**config.mk**
```make
export PLATFORM = sky130hd
export DESIGN_NAME = hsid_argmin_flat
export DESIGN_NICKNAME = d
export VERILOG_FILES = /design/src/rtl/hsid_argmin_if.sv /design/src/rtl/hsid_argmin.sv /design/src/flat_wrapper.sv
export SDC_FILE = /design/constraint.sdc
export NUM_CORES = 1
export LEC_CHECK = 0
export ABC_AREA = 1
export CORE_MARGIN = 5
export CORE_UTILIZATION = 41
export DETAILED_ROUTE_END_ITERATION = 10
export PLACE_DENSITY = 0.69
export SYNTH_ARGS = -nofsm -noshare
export SYNTH_HDL_FRONTEND = slang
export SYNTH_SLANG_ARGS = --single-unit
export TNS_END_PERCENT = 5
```
**constraint.sdc**
```tcl
create_clock -name clk -period 1.9 [get_ports clk]
set_input_delay 0.285 -clock clk [delete_from_list [all_inputs] [get_ports clk]]
set_output_delay 0.285 -clock clk [all_outputs]
set_load 0.02 [all_outputs]
```
**src/rtl/hsid_argmin_if.sv**
```systemverilog
// ---------------------------------------------------------------------------
// hsid_argmin_if
// Bundles the argmin stage's pixel-pass control, the squared-distance beat
// stream and the result/status outputs.
//   master : the side that drives start/library_size and the acc_* stream,
//            and observes busy/done/min_value/min_ref/protocol_err.
//   slave  : the argmin block itself.
// ---------------------------------------------------------------------------
interface hsid_argmin_if #(
    parameter int DATA_WIDTH_ACC   = 48,
    parameter int HSI_LIBRARY_SIZE = 256
);
    localparam int HSI_LIBRARY_SIZE_ADDR = $clog2(HSI_LIBRARY_SIZE);

    logic                             start;
    logic [HSI_LIBRARY_SIZE_ADDR:0]   library_size;
    logic                             acc_valid;
    logic [DATA_WIDTH_ACC-1:0]        acc_value;
    logic                             acc_last;
    logic [HSI_LIBRARY_SIZE_ADDR-1:0] acc_ref;
    logic                             busy;
    logic                             done;
    logic [DATA_WIDTH_ACC-1:0]        min_value;
    logic [HSI_LIBRARY_SIZE_ADDR-1:0] min_ref;
    logic                             protocol_err;

    modport master (
        output start, library_size, acc_valid, acc_value, acc_last, acc_ref,
        input  busy, done, min_value, min_ref, protocol_err
    );

    modport slave (
        input  start, library_size, acc_valid, acc_value, acc_last, acc_ref,
        output busy, done, min_value, min_ref, protocol_err
    );
endinterface

```
**src/rtl/hsid_argmin.sv**
```systemverilog
// ---------------------------------------------------------------------------
// hsid_argmin
// Tracks the minimum accumulated squared distance, and the library reference
// that produced it, over one pixel's pass through the HSI library.
// Only final beats (acc_valid & acc_last) are candidates; partial sums are
// ignored. A one-cycle done pulse presents the winner.
// Ports:
//   clk  - clock, rising edge
//   rst  - synchronous active-high reset
//   bus  - hsid_argmin_if.slave: start/library_size, acc_* beat stream,
//          busy/done/min_value/min_ref/protocol_err (all registered)
// ---------------------------------------------------------------------------
module hsid_argmin #(
    parameter int DATA_WIDTH_ACC   = 48,
    parameter int HSI_LIBRARY_SIZE = 256
) (
    input  logic         clk,
    input  logic         rst,
    hsid_argmin_if.slave bus
);
    localparam int HSI_LIBRARY_SIZE_ADDR = $clog2(HSI_LIBRARY_SIZE);

    typedef enum logic [1:0] {
        S_IDLE,
        S_RUN,
        S_DONE
    } state_t;

    state_t                           r_state;
    state_t                           w_next;
    logic [HSI_LIBRARY_SIZE_ADDR:0]   r_size;
    // One bit wider than the index so a full-size library does not wrap.
    logic [HSI_LIBRARY_SIZE_ADDR:0]   r_cnt;
    logic [HSI_LIBRARY_SIZE_ADDR:0]   w_cnt_inc;
    logic                             w_cand;
    logic                             r_busy;
    logic                             r_done;
    logic [DATA_WIDTH_ACC-1:0]        r_min_value;
    logic [HSI_LIBRARY_SIZE_ADDR-1:0] r_min_ref;
    logic                             r_perr;

    assign w_cand    = bus.acc_valid & bus.acc_last;
    assign w_cnt_inc = r_cnt + 1'b1;

    always_comb begin
        w_next = r_state;
        case (r_state)
            S_IDLE: begin
                if (bus.start)
                    w_next = (bus.library_size == '0) ? S_DONE : S_RUN;
            end
            S_RUN: begin
                if (w_cand && (w_cnt_inc == r_size))
                    w_next = S_DONE;
            end
            S_DONE:  w_next = S_IDLE;
            default: w_next = S_IDLE;
        endcase
    end

    always_ff @(posedge clk) begin
        if (rst) begin
            r_state     <= S_IDLE;
            r_size      <= '0;
            r_cnt       <= '0;
            r_busy      <= 1'b0;
            r_done      <= 1'b0;
            r_min_value <= '1;
            r_min_ref   <= '0;
            r_perr      <= 1'b0;
        end else begin
            r_state <= w_next;
            // Status flags follow the state being entered so they line up
            // with it and stay registered.
            r_busy  <= (w_next == S_RUN);
            r_done  <= (w_next == S_DONE);
            case (r_state)
                S_IDLE: begin
                    if (bus.start) begin
                        // Start wins over a same-cycle stray candidate.
                        r_size      <= bus.library_size;
                        r_cnt       <= '0;
                        r_min_value <= '1;
                        r_min_ref   <= '0;
                        r_perr      <= 1'b0;
                    end else if (w_cand) begin
                        r_perr <= 1'b1;
                    end
                end
                S_RUN: begin
                    if (w_cand) begin
                        r_cnt <= w_cnt_inc;
                        // Strict compare: ties keep the earlier reference.
                        if (bus.acc_value < r_min_value) begin
                            r_min_value <= bus.acc_value;
                            r_min_ref   <= bus.acc_ref;
                        end
                    end
                end
                S_DONE: begin
                    if (w_cand)
                        r_perr <= 1'b1;
                end
                default: ;
            endcase
        end
    end

    assign bus.busy         = r_busy;
    assign bus.done         = r_done;
    assign bus.min_value    = r_min_value;
    assign bus.min_ref      = r_min_ref;
    assign bus.protocol_err = r_perr;
endmodule
```
**src/flat_wrapper.sv**
```systemverilog
// flat-port wrapper written by rule: the top's interface ports become plain ports
module hsid_argmin_flat 
#(
    parameter int DATA_WIDTH_ACC   = 48,
    parameter int HSI_LIBRARY_SIZE = 256
)
  (clk, rst, bus_start, bus_library_size, bus_acc_valid, bus_acc_value, bus_acc_last, bus_acc_ref, bus_busy, bus_done, bus_min_value, bus_min_ref, bus_protocol_err);
  hsid_argmin_if #(.DATA_WIDTH_ACC(DATA_WIDTH_ACC), .HSI_LIBRARY_SIZE(HSI_LIBRARY_SIZE)) bus_i ();
  input  logic clk;
  input  logic rst;
  input wire logic [$bits(bus_i.start)-1:0] bus_start;
  input wire logic [$bits(bus_i.library_size)-1:0] bus_library_size;
  input wire logic [$bits(bus_i.acc_valid)-1:0] bus_acc_valid;
  input wire logic [$bits(bus_i.acc_value)-1:0] bus_acc_value;
  input wire logic [$bits(bus_i.acc_last)-1:0] bus_acc_last;
  input wire logic [$bits(bus_i.acc_ref)-1:0] bus_acc_ref;
  output wire logic [$bits(bus_i.busy)-1:0] bus_busy;
  output wire logic [$bits(bus_i.done)-1:0] bus_done;
  output wire logic [$bits(bus_i.min_value)-1:0] bus_min_value;
  output wire logic [$bits(bus_i.min_ref)-1:0] bus_min_ref;
  output wire logic [$bits(bus_i.protocol_err)-1:0] bus_protocol_err;
  assign bus_i.start = bus_start;
  assign bus_i.library_size = bus_library_size;
  assign bus_i.acc_valid = bus_acc_valid;
  assign bus_i.acc_value = bus_acc_value;
  assign bus_i.acc_last = bus_acc_last;
  assign bus_i.acc_ref = bus_acc_ref;
  assign bus_busy = bus_i.busy;
  assign bus_done = bus_i.done;
  assign bus_min_value = bus_i.min_value;
  assign bus_min_ref = bus_i.min_ref;
  assign bus_protocol_err = bus_i.protocol_err;
  hsid_argmin #(.DATA_WIDTH_ACC(DATA_WIDTH_ACC), .HSI_LIBRARY_SIZE(HSI_LIBRARY_SIZE)) u_core (.clk(clk), .rst(rst), .bus(bus_i));
endmodule
```
==> qor.json <==
{
  "job": {
    "max-cap-violations": 0
  },
  "timing": {
    "hold_viol_final": 0,
    "period_needed_ns": 2.16,
    "setup-tns-final_ns": -12.41,
    "report.final.slew_viol_count": 0,
    "worst_slew_margin_rel": 0.706,
    "timing.hold.ws_ns": 0.300,
    "timing.final.setup_violations": 56,
    "fmaxAchievable_mhz": 463,
    "grt_setup_unrepaired": "true",
    "layout_worst_path_cycle_share": 1.14,
    "layout_setup_ws_ns": -0.260,
    "fin_skew_ns": 0.00720,
    "worst-slew-pin-transition_ns": 0.442
  },
  "yosys": {
    "yosysWarningCount": 0,
    "postSynthNetCount": 826,
    "synth-seq-area-share": 0.326,
    "postSynthRegisterBits": 79,
    "synthesis.area_um2": 4840,
    "yosys-mux-area-fraction": 0,
    "avg_synthesized_cell_area_um2": 6.84,
    "post_synth_xor_area_fraction": 0.0155,
    "yosys.cell_types.count": 30,
    "yosysTopAreaCellShare": 0.326,
    "synth-compound-area-share": 0.0620,
    "synth.area.top_cells": "sky130_fd_sc_hd__dfxtp_1 (33%), sky130_fd_sc_hd__nand2_1 (16%), sky130_fd_sc_hd__ha_1 (12%)",
    "post_synth_and_or_nand_nor_area_fraction": 0.368,
    "synth.largest_area_cell": "sky130_fd_sc_hd__dfxtp_1",
    "mapped_cells": 708,
    "synth_top_family_by_area": "simple AND/OR/NAND/NOR gates",
    "synth_fa_ha_area_frac": 0.124
  },
  "worst_setup_path": {
    "cp_slowest_stage_delay_ns": 0.52,
    "criticalPathCategory": "in2reg",
    "timing.critical_path.from": "bus_acc_value[31]",
    "critical_path.max_fanout": 8,
    "critical_path_required_ns": 2.12,
    "critical_path_source_type": "primary input",
    "cp_slowest_cell": "sky130_fd_sc_hd__clkdlybuf4s50_1",
    "data_arrival_time_of_the_worst_path_ns": 2.38,
    "worst_setup_path_end_kind": "flop",
    "rr_startpoint": "u_core.bus.min_value[46]$_SDFFE_PP1P_",
    "timing.critical_path.cells": "clkdlybuf4s50_1 -> ha_4 -> nand2_1 -> inv_1 -> nand2_1 -> nand2_1 -> nor2_2 -> nand2_2 -> a21oi_2 -> nand2_2 -> nand2_4 -> nand3_4 -> clkbuf_16 -> nand2_2 -> nand3_1"
  },
  "power_and_ir_drop": {
    "ir_drop_mv": 0.348,
    "power.total_mw": 5.65,
    "total_leakage_power_nw": 3.95,
    "comb_power_share": 0.372,
    "reg_power_frac": 0.337,
    "sw_frac_of_total": 0.320,
    "net-switching-power_mw": 1.81,
    "p_per_area_nw_per_um2": 723,
    "cell_internal_pwr_mw": 3.84,
    "pwr-share-clk": 0.292
  },
  "place": {
    "gp_congestion": 0.843,
    "hpwlAfterDp_um": 10400,
    "numPortBuffers": 128,
    "preCtsSetupSlack_ns": -0.567
  },
  "clock_network": {
    "ctsHtreeMaxLevel": 3,
    "clk_transition_reported_paths_ns": 0.06,
    "ctsLongestPathBuffers": 2,
    "cts_tree": "done",
    "clock_sink_count": 79,
    "master_cell_of_the_clock_root_buffer": "sky130_fd_sc_hd__clkbuf_16",
    "insertion_delay_ns": 0.34,
    "cts-buffers-inserted": 9
  },
  "cells_and_area": {
    "area_growth_pct": 61.5,
    "register_area_um2": 1640,
    "layout_cells_sized_above_1": 0.307,
    "num-nets-final": 1024,
    "multi_input_area_um2": 3240,
    "nFillCells": 940
  },
  "floorplan": {
    "coreArea_um2": 11500,
    "die_w_um": 119,
    "floorplan.initialDensity": 0.421,
    "std_cell_rows": 39,
    "ioPinCount": 129,
    "floorplan.die.height_um": 119,
    "design.die.area_um2": 14100
  },
  "grt": {
    "grt-ovfl-total": 0,
    "via_count_of_the_first_global_routing_pass": 5193,
    "grt_max_degree": 67,
    "grt_antenna_before_repair": 1,
    "wire_length_of_the_first_global_routing_pass_um": 23400,
    "global_route.usage.total": 0.199
  },
  "run_status": {
    "outcome": "finished with violations",
    "violations": "setup timing"
  },
  "drt": {
    "initialDrtViolationCount": 247,
    "postRouteAntennaNets": 0,
    "vias_per_instance": 5.01,
    "drt_wl_cell_um": 15.0,
    "first_pass_iters": 5,
    "vias": 5281,
    "detail_route.drc_violations": 0,
    "route.final.wire_length_um": 15800
  },
  "worst_hold_path": {
    "hold_class": "in2reg",
    "min_from": "bus_acc_value[14]"
  }
}
[area by class of cell]
cell class,count,area share
Antenna cell,1,0.000320
Inverter,92,0.0444
Clock inverter,3,0.00208
Sequential cell,79,0.210
Tap cell,143,0.0229
Multi-Input combinational cell,512,0.414
Timing Repair Buffer,212,0.272
Clock buffer,12,0.0341
[power by group through the flow]
| stage | combinational [mW] | clock, mW | sequential [mW] |
|---|---|---|---|
| 2_1_floorplan | 0.743 | 0 | 2.11 |
| 3_3_place_gp | 1.70 | 0 | 1.93 |
| 3_5_place_dp | 1.75 | 0 | 1.93 |
| 4_1_cts | 1.78 | 1.69 | 1.90 |
| 5_1_grt | 2.30 | 1.75 | 1.92 |
| 6_report | 2.10 | 1.65 | 1.90 |
[synthesized netlist by cell type]
master	count
sky130_fd_sc_hd__xnor2_1	3
sky130_fd_sc_hd__buf_2	2
sky130_fd_sc_hd__nand2_2	2
sky130_fd_sc_hd__nor3_2	1
sky130_fd_sc_hd__o21ai_0	12
sky130_fd_sc_hd__xor2_1	3
sky130_fd_sc_hd__a21boi_1	1
sky130_fd_sc_hd__inv_2	2
sky130_fd_sc_hd__nor2_2	3
sky130_fd_sc_hd__dfxtp_1	79
sky130_fd_sc_hd__nand2_4	1
sky130_fd_sc_hd__a21oi_1	39
sky130_fd_sc_hd__xnor3_1	1
sky130_fd_sc_hd__clkbuf_1	14
sky130_fd_sc_hd__or2_2	49
sky130_fd_sc_hd__nor2_1	49
sky130_fd_sc_hd__nor3_1	6
sky130_fd_sc_hd__ha_1	48
sky130_fd_sc_hd__o21a_1	1
sky130_fd_sc_hd__buf_4	4
sky130_fd_sc_hd__nand3_4	1
sky130_fd_sc_hd__nand4_1	11
sky130_fd_sc_hd__nor4_1	1
sky130_fd_sc_hd__nor3b_1	1
sky130_fd_sc_hd__inv_1	90
sky130_fd_sc_hd__nand3_1	64
sky130_fd_sc_hd__a211oi_1	1
sky130_fd_sc_hd__nand2_1	210
sky130_fd_sc_hd__a21o_1	3
sky130_fd_sc_hd__buf_6	6
[state kept, by name, summed over array words and instances, names as in the netlist]
signal / flops
u_core.bus.busy: 1
u_core.bus.done: 1
u_core.bus.min_ref: 8
u_core.bus.min_value: 48
u_core.bus.protocol_err: 1
u_core.r_cnt: 9
u_core.r_size: 9
u_core.r_state: 2
[per-layer routing]
layer	GRT usage	wire [um]	up-vias
li1	-	-	2647
met1	0.223	6270	2447
met2	0.367	8120	152
met3	0.0439	937	35
met4	0.0760	488	0
met5	0	0	-
[worst paths after layout]
kind / to / slack, ns / cells after the start
setup reg to reg: u_core.bus.min_value[0]$_SDFFE_PP1P_ / -0.23 / 14
setup / recovery: u_core.bus.min_value[0]$_SDFFE_PP1P_ / -0.26 / 15
hold reg to reg: u_core.r_size[6]$_SDFFE_PP0P_ / 0.47 / 2
hold / removal: u_core.bus.min_value[14]$_SDFFE_PP1P_ / 0.30 / 4
[what timing repair did]
item	CTS	global route
hold buffers	0	0
setup buffers	0	5
hold endpoints to repair	0	0
gates cloned	0	8
pin swaps	0	55
endpoints found under the setup margin	57	60
resized for setup	7	106
[critical path: cells and delay by family]
kind | cells | cell delay, ns
AND/OR/NAND/NOR | 10 | 0.87
buffers and inverters | 3 | 0.83
adder cells (fa/ha/maj) | 1 | 0.22
AO/OA/AOI/OAI | 1 | 0.16
[cell families (layout without fill, tap and decap cells)]
| logic type | Yosys count | in the layout |
|---|---|---|
| simple gates | 399 | 400 |
| fa+ha+maj | 48 | 48 |
| other cells | 0 | 1 |
| compound gates | 57 | 57 |
| xor+xnor | 7 | 7 |
| flops | 79 | 79 |
| buf+inv | 118 | 319 |
[layout by cell type, fill, tap and decap left out, types with 2 or more instances in the layout]
cell	n
sky130_fd_sc_hd__or2_2	49
sky130_fd_sc_hd__a21oi_1	30
sky130_fd_sc_hd__dlymetal6s2s_1	17
sky130_fd_sc_hd__nand3_2	11
sky130_fd_sc_hd__buf_12	5
sky130_fd_sc_hd__xor2_1	3
sky130_fd_sc_hd__dfxtp_2	27
sky130_fd_sc_hd__a21o_1	3
sky130_fd_sc_hd__nand3_1	54
sky130_fd_sc_hd__a21oi_2	9
sky130_fd_sc_hd__clkbuf_16	15
sky130_fd_sc_hd__nor2_1	41
sky130_fd_sc_hd__nand2_4	9
sky130_fd_sc_hd__buf_4	71
sky130_fd_sc_hd__inv_2	5
sky130_fd_sc_hd__nor3_1	4
sky130_fd_sc_hd__nor2_2	10
sky130_fd_sc_hd__dfxtp_4	7
sky130_fd_sc_hd__xnor2_1	3
sky130_fd_sc_hd__dfxtp_1	45
sky130_fd_sc_hd__inv_1	86
sky130_fd_sc_hd__o21ai_0	12
sky130_fd_sc_hd__nor3_2	3
sky130_fd_sc_hd__ha_4	18
sky130_fd_sc_hd__nand2_1	177
sky130_fd_sc_hd__clkinv_2	2
sky130_fd_sc_hd__inv_4	2
sky130_fd_sc_hd__clkdlybuf4s50_1	111
sky130_fd_sc_hd__nand2_2	27
sky130_fd_sc_hd__clkbuf_8	3
sky130_fd_sc_hd__buf_6	2
sky130_fd_sc_hd__nand4_1	11
sky130_fd_sc_hd__ha_1	30
[through the flow]
step,utilization,cell area (um2),instances
after floorplan,-,4910,708
after global placement,0.592,6810,1025
after detailed placement,0.592,6810,1025
after CTS,0.619,7130,1040
after global routing,0.680,7830,1054
final,0.680,7830,1054
Power figures use the tool's default switching activity.
